$ cat config.mk
export PLATFORM = sky130hd
export DESIGN_NAME = dequant_unpacker
export DESIGN_NICKNAME = d
export VERILOG_FILES = /design/src/rtl/dequant_pkg.sv /design/src/rtl/dequant_lane.sv /design/src/rtl/dequant_unpacker.sv
export SDC_FILE = /design/constraint.sdc
export NUM_CORES = 1
export LEC_CHECK = 0
export BUFFER_PORTS_ARGS = -buffer_cell sky130_fd_sc_hd__buf_4
export CAP_MARGIN = 10
export CORE_MARGIN = 2
export CORE_UTILIZATION = 30
export CTS_CLUSTER_SIZE = 28
export DETAILED_ROUTE_END_ITERATION = 8
export PLACE_DENSITY_LB_ADDON = 0.05
export SYNTH_ARGS = -nofsm -noshare
export SYNTH_HDL_FRONTEND = slang
export SYNTH_SLANG_ARGS = --single-unit
export TNS_END_PERCENT = 20
$ cat constraint.sdc
create_clock -name clk -period 1.8 [get_ports clk]
set_input_delay 0.09 -clock clk [delete_from_list [all_inputs] [get_ports clk]]
set_output_delay 0.09 -clock clk [all_outputs]
set_load 0.02 [all_outputs]
$ cat src/rtl/dequant_pkg.sv
// Shared types and helpers for the packed-word dequantizer.
// Imported by dequant_lane and dequant_unpacker.
package dequant_pkg;

  typedef enum logic {
    IDLE = 1'b0,
    EMIT = 1'b1
  } state_t;

  // Lane-index width, never narrower than one bit so LANES=1 still has a port.
  function automatic int lane_w(input int lanes);
    return (lanes <= 1) ? 1 : $clog2(lanes);
  endfunction

  function automatic int shift_amt(input int frac_out, input int frac_in);
    return frac_out - frac_in;
  endfunction

endpackage

$ cat src/rtl/dequant_lane.sv
// Combinational narrow-to-wide fixed-point expander: sign-extend, then align
// the binary point by shifting left (the low fraction bits fill with zero).
module dequant_lane #(
  parameter int IN_WIDTH  = 8,
  parameter int OUT_WIDTH = 16,
  parameter int SHIFT     = 4
) (
  input  logic [IN_WIDTH-1:0]  i_val,
  output logic [OUT_WIDTH-1:0] o_val
);

  logic signed [OUT_WIDTH-1:0] w_ext;

  assign w_ext = OUT_WIDTH'(signed'(i_val));
  assign o_val = w_ext << SHIFT;

endmodule

$ cat src/rtl/dequant_unpacker.sv
// Streaming dequantizer: takes a packed word of LANES narrow values and emits
// them one per cycle as wide values. Optional out_count under DEQUANT_COUNT_EN.
module dequant_unpacker
  import dequant_pkg::*;
#(
  parameter int IN_WIDTH  = 8,
  parameter int FRAC_IN   = 4,
  parameter int OUT_WIDTH = 16,
  parameter int FRAC_OUT  = 8,
  parameter int LANES     = 4
) (
  input  logic                        clk,
  input  logic                        rst_n,
  input  logic                        in_valid,
  output logic                        in_ready,
  input  logic [LANES*IN_WIDTH-1:0]   in_data,
  output logic                        out_valid,
  input  logic                        out_ready,
  output logic [OUT_WIDTH-1:0]        out_data,
  output logic [lane_w(LANES)-1:0]    out_lane,
  output logic                        out_last,
  output state_t                      dbg_state
`ifdef DEQUANT_COUNT_EN
  ,
  output logic [31:0]                 out_count
`endif
);

  localparam int LW    = lane_w(LANES);
  localparam int SHIFT = shift_amt(FRAC_OUT, FRAC_IN);

  if (FRAC_OUT < FRAC_IN) begin : g_chk_frac
    $fatal(1, "dequant_unpacker: FRAC_OUT must be >= FRAC_IN");
  end
  if ((OUT_WIDTH - FRAC_OUT) < (IN_WIDTH - FRAC_IN)) begin : g_chk_int
    $fatal(1, "dequant_unpacker: output integer part narrower than input");
  end
  if (FRAC_IN >= IN_WIDTH) begin : g_chk_in
    $fatal(1, "dequant_unpacker: FRAC_IN must be < IN_WIDTH");
  end
  if (LANES < 1) begin : g_chk_lanes
    $fatal(1, "dequant_unpacker: LANES must be >= 1");
  end

  // Handshakes: a transfer happens on a rising edge where valid && ready.
  // A producer holds valid and data stable until it transfers; ready may
  // depend combinationally on the other side (in_ready follows out_ready on
  // the last lane so words can go back to back).

  state_t                    r_state;
  state_t                    w_next_state;
  logic [LANES*IN_WIDTH-1:0] r_word;
  logic [LW-1:0]             r_lane;
  logic [OUT_WIDTH-1:0]      r_out_data;
  logic                      r_out_last;

  logic                      w_fire;
  logic                      w_in_ready;
  logic                      w_accept;
  logic [LW-1:0]             w_next_lane;
  logic [IN_WIDTH-1:0]       w_sel;
  logic [OUT_WIDTH-1:0]      w_exp;

  assign out_valid   = (r_state == EMIT);
  assign w_fire      = out_valid && out_ready;
  assign w_in_ready  = (r_state == IDLE) || (w_fire && r_out_last);
  assign w_accept    = in_valid && w_in_ready;
  assign w_next_lane = r_lane + LW'(1);

  // A newly accepted word feeds lane 0 straight from in_data.
  always_comb begin
    w_sel = '0;
    for (int i = 0; i < LANES; i++) begin
      if (w_next_lane == LW'(i)) w_sel = r_word[i*IN_WIDTH +: IN_WIDTH];
    end
    if (w_accept) w_sel = in_data[IN_WIDTH-1:0];
  end

  dequant_lane #(
    .IN_WIDTH (IN_WIDTH),
    .OUT_WIDTH(OUT_WIDTH),
    .SHIFT    (SHIFT)
  ) u_lane (
    .i_val(w_sel),
    .o_val(w_exp)
  );

  always_comb begin
    w_next_state = r_state;
    case (r_state)
      IDLE: if (w_accept) w_next_state = EMIT;
      EMIT: if (w_fire && r_out_last) w_next_state = in_valid ? EMIT : IDLE;
      default: w_next_state = IDLE;
    endcase
  end

  always_ff @(posedge clk or negedge rst_n) begin
    if (!rst_n) begin
      r_state <= IDLE;
    end else begin
      r_state <= w_next_state;
    end
  end

  always_ff @(posedge clk or negedge rst_n) begin
    if (!rst_n) begin
      r_word     <= '0;
      r_lane     <= '0;
      r_out_data <= '0;
      r_out_last <= 1'b0;
    end else if (w_accept) begin
      r_word     <= in_data;
      r_lane     <= '0;
      r_out_data <= w_exp;
      r_out_last <= (LANES == 1);
    end else if (w_fire && !r_out_last) begin
      r_lane     <= w_next_lane;
      r_out_data <= w_exp;
      r_out_last <= (w_next_lane == LW'(LANES - 1));
    end
  end

  assign in_ready  = w_in_ready;
  assign out_data  = r_out_data;
  assign out_lane  = r_lane;
  assign out_last  = r_out_last;
  assign dbg_state = r_state;

`ifdef DEQUANT_COUNT_EN
  logic [31:0] r_count;

  always_ff @(posedge clk or negedge rst_n) begin
    if (!rst_n) begin
      r_count <= '0;
    end else if (w_fire) begin
      r_count <= r_count + 32'd1;
    end
  end

  assign out_count = r_count;
`endif

endmodule

==> impl_metrics.toml <==
[timing]
hold_viol = 0
finClkSkew_ns = 0.008727
post-route-period-util_pct = 92.78
slew_headroom_pct = 61.68
setup_tns_ns = 0
setup_viol = 0
tightest_slew_ns = 0.5748
rsz0062_at_grt = "no"
layout_min_cycle_time_ns = 1.670
slew_violations = 0
setup_ws_ns = 0.1299
fmax_ghz = 0.5988

[floorplan]
pin_count = 58
core_area_mm2 = 0.007607
die_w_um = 91.89
die_h_um = 91.89
rows = 32
die_area_mm2 = 0.008443
start_util_pct = 30.46

[critical_path]
critPathKind = "reg2reg"
endpoint = "out_data[8]"
cp_max_fo = 9
critical_path.max_stage_delay_ns = 0.43
r2r_start = "out_lane[0]"
slowest_stage = "dfrtp_1"
arrival_ns = 1.91
rr_worst_depth = 7
crit_chain = "ha_1, buf_4, nor3b_2, buf_6, nand2_1, a211oi_2, o22a_1"
end_kind = "flip-flop"
start_kind = "flip-flop"
critical_path_required_ns = 2.04
rrSetupSlack_ns = 0.13
reg2reg_to = "out_data[8]"
crit_start = "out_lane[0]"

[routing]
routed_wirelength_um = 5328
vias = 1448
post_drt_via_cell_ratio = 4.442
wl_per_cell_um = 16.34
first_pass_iters = 4
antenna_left = 0
drt_iter0_markers = 49
route.detailed.drc = 0

[synthesis]
synth_top_area_cell = "dfrtp_1"
syn-instance-count = 174
synth_compound_area_share_pct = 13.50
synthXorXnorAreaFrac_pct = 0
seq_area_frac_synth_pct = 47.52
synthTopCellsByArea = "dfrtp_1, mux2_4, nor2b_1, a211oi_2, a221oi_1"
synth_seq_cells = 44
synth_fa_ha_area_share_pct = 2.160
synth_top_family_by_area = "multiplexers"
synth_area_per_cell_um2 = 13.32
synthSimpleGateAreaFrac_pct = 8.153
synth_flop_cell = "dfrtp_1"
yosys-top-cells-count = "dfrtp_1, mux2_4, nor2b_1, nand2_1"
ys_types = 24
syn_area_mm2 = 0.002317
ys_warn_count = 0
synthMuxAreaShare_pct = 21.17
synth_top_area_share_pct = 47.52
synth_most_common_cell = "dfrtp_1"
synthArstFlopShare_pct = 100.0
synth_edf_count = 0

[layout]
drive_gt1_share_pct = 50.45
stdcell_area_mm2 = 0.002889
syn_to_final_growth_pct = 24.68
fin_nets = 264
antenna-diode-count = 0

[flow_run]
maxCapViolations = 0

[placed_design]
routabilityCongestion = 0.7289
place_ws_ns = -0.09159
hpwl_um = 3752
dpl_cell_area_mm2 = 0.002769
io_buffers = 53

[clock_tree]
clkSinkCount = 44
cts_tree = "yes"
numCtsBuffers = 5
cts_max_level = 2
path_clk_slew_ns = 0.08
post_cts_buffers = 0
clockBufferDepth = 2
insertion_delay_ns = 0.30
cts_root_buf = "clkbuf_8"

[global_route]
gr-usage-all-layers_pct = 13.36
met2_usage_pct = 20.59
gr-usage-met1_pct = 18.33
grt_remaining_overflow = 0
grt_pass1_wl_um = 8735
grtUsageMet3_pct = 3.698
top_usage_layer = "met2"
grt_max_degree = 45
grt_pass1_vias = 1662
antenna_found_initial = 0

[power_and_ir_drop]
power_mw = 5.021
power_leakage_nw = 1.303
ir_drop_v = 0.0005178
power.density_mw_per_mm2 = 1738

[hold_path]
hold_class = "in2reg"

[outcome]
status = "complete, no violations"
through the flow:
stage / cells / hold slack (ns) / utilization (%)
2_1_floorplan: 177 / -0.2056 / -
3_3_place_gp: 318 / 0.1215 / 36.40
3_5_place_dp: 318 / 0.1367 / 36.40
4_1_cts: 326 / 0.006880 / 37.58
5_1_grt: 326 / 0.008229 / 37.98
6_report: 326 / 0.01639 / 37.98
cell families after synthesis:
logic type               Yosys count
AND/OR/NAND/NOR                   33
flip-flops                        44
other                              1
AO/OA/AOI/OAI                     36
multiplexers                      33
buffers and inverters             23
adder cells (fa/ha/maj)            4
repair_timing:
action	in CTS	in global routing
endpoints found under the setup margin	8	8
resized for setup	1	6
hold buffers	1	0
hold endpoints to repair	44	0
layer usage:
metal | up-vias | part of all wire [%]
met5 | - | 0
met4 | 0 | 0.96
met3 | 5 | 5.3
met2 | 40 | 46
met1 | 697 | 47
li1 | 706 | -
final cells by class:
cell class | instances | area [um^2]
sequential | 44 | 1101
inverter | 2 | 7.507
multi-input combinational | 110 | 1086
clock buffer | 6 | 72.57
timing repair buffer | 61 | 489.2
tap | 102 | 127.6
clock inverter | 1 | 5.005
fill | 777 | 4718
worst max-delay path, delay by kind of cell (launching register included):
| kind | cells | cell delay (ns) |
|---|---|---|
| DFF | 1 | 0.43 |
| AOI/OAI and AO/OA | 2 | 0.32 |
| adders and majority gates | 1 | 0.25 |
| buffers and inverters | 2 | 0.35 |
| and+or+nand+nor | 2 | 0.25 |
power breakdown:
group / total (mW) / switching [mW] / leakage, nW / internal (mW)
logic: 2.58 / 1.12 / 0.743 / 1.46
registers: 1.84 / 0.350 / 0.519 / 1.49
clock network: 0.601 / 0.336 / 0.0410 / 0.265
worst min path at each step:
stage                           start    endpoint  slack [ns]  cells after the start
after floorplan                 rst_n   dbg_state       -0.21                      0
after global placement          rst_n   r_word[9]        0.12                      1
after detailed placement        rst_n   r_word[9]        0.14                      1
after CTS                 in_data[23]  r_word[23]       0.007                      2
after global routing      in_data[23]  r_word[23]       0.008                      2
final                     in_data[23]  r_word[23]        0.02                      2
cell usage in the layout, fill, tap and decap left out, drive strengths merged:
cell type | netlist | layout
a211oi | 8 | 8
a21bo | 1 | 1
a221oi | 8 | 8
a32o | 1 | 1
and2 | 1 | 1
buf | 18 | 60
clkbuf | 3 | 6
clkinv | 0 | 1
conb | 1 | 4
dfrtp | 44 | 44
dlygate4sd3 | 0 | 1
ha | 4 | 4
inv | 2 | 2
mux2 | 32 | 32
mux2i | 1 | 1
nand2 | 10 | 10
nand2b | 2 | 2
nand3 | 1 | 1
nor2b | 18 | 18
nor3b | 1 | 1
o21a | 1 | 1
o21ai | 9 | 9
o22a | 8 | 8
sequential cells by signal, summed over array words and instances, names as in the netlist:
register and flops:
r_word 32, out_data 8, out_lane 2, dbg_state 1, out_last 1
No activity file was read; power rests on OpenSTA's default activity.
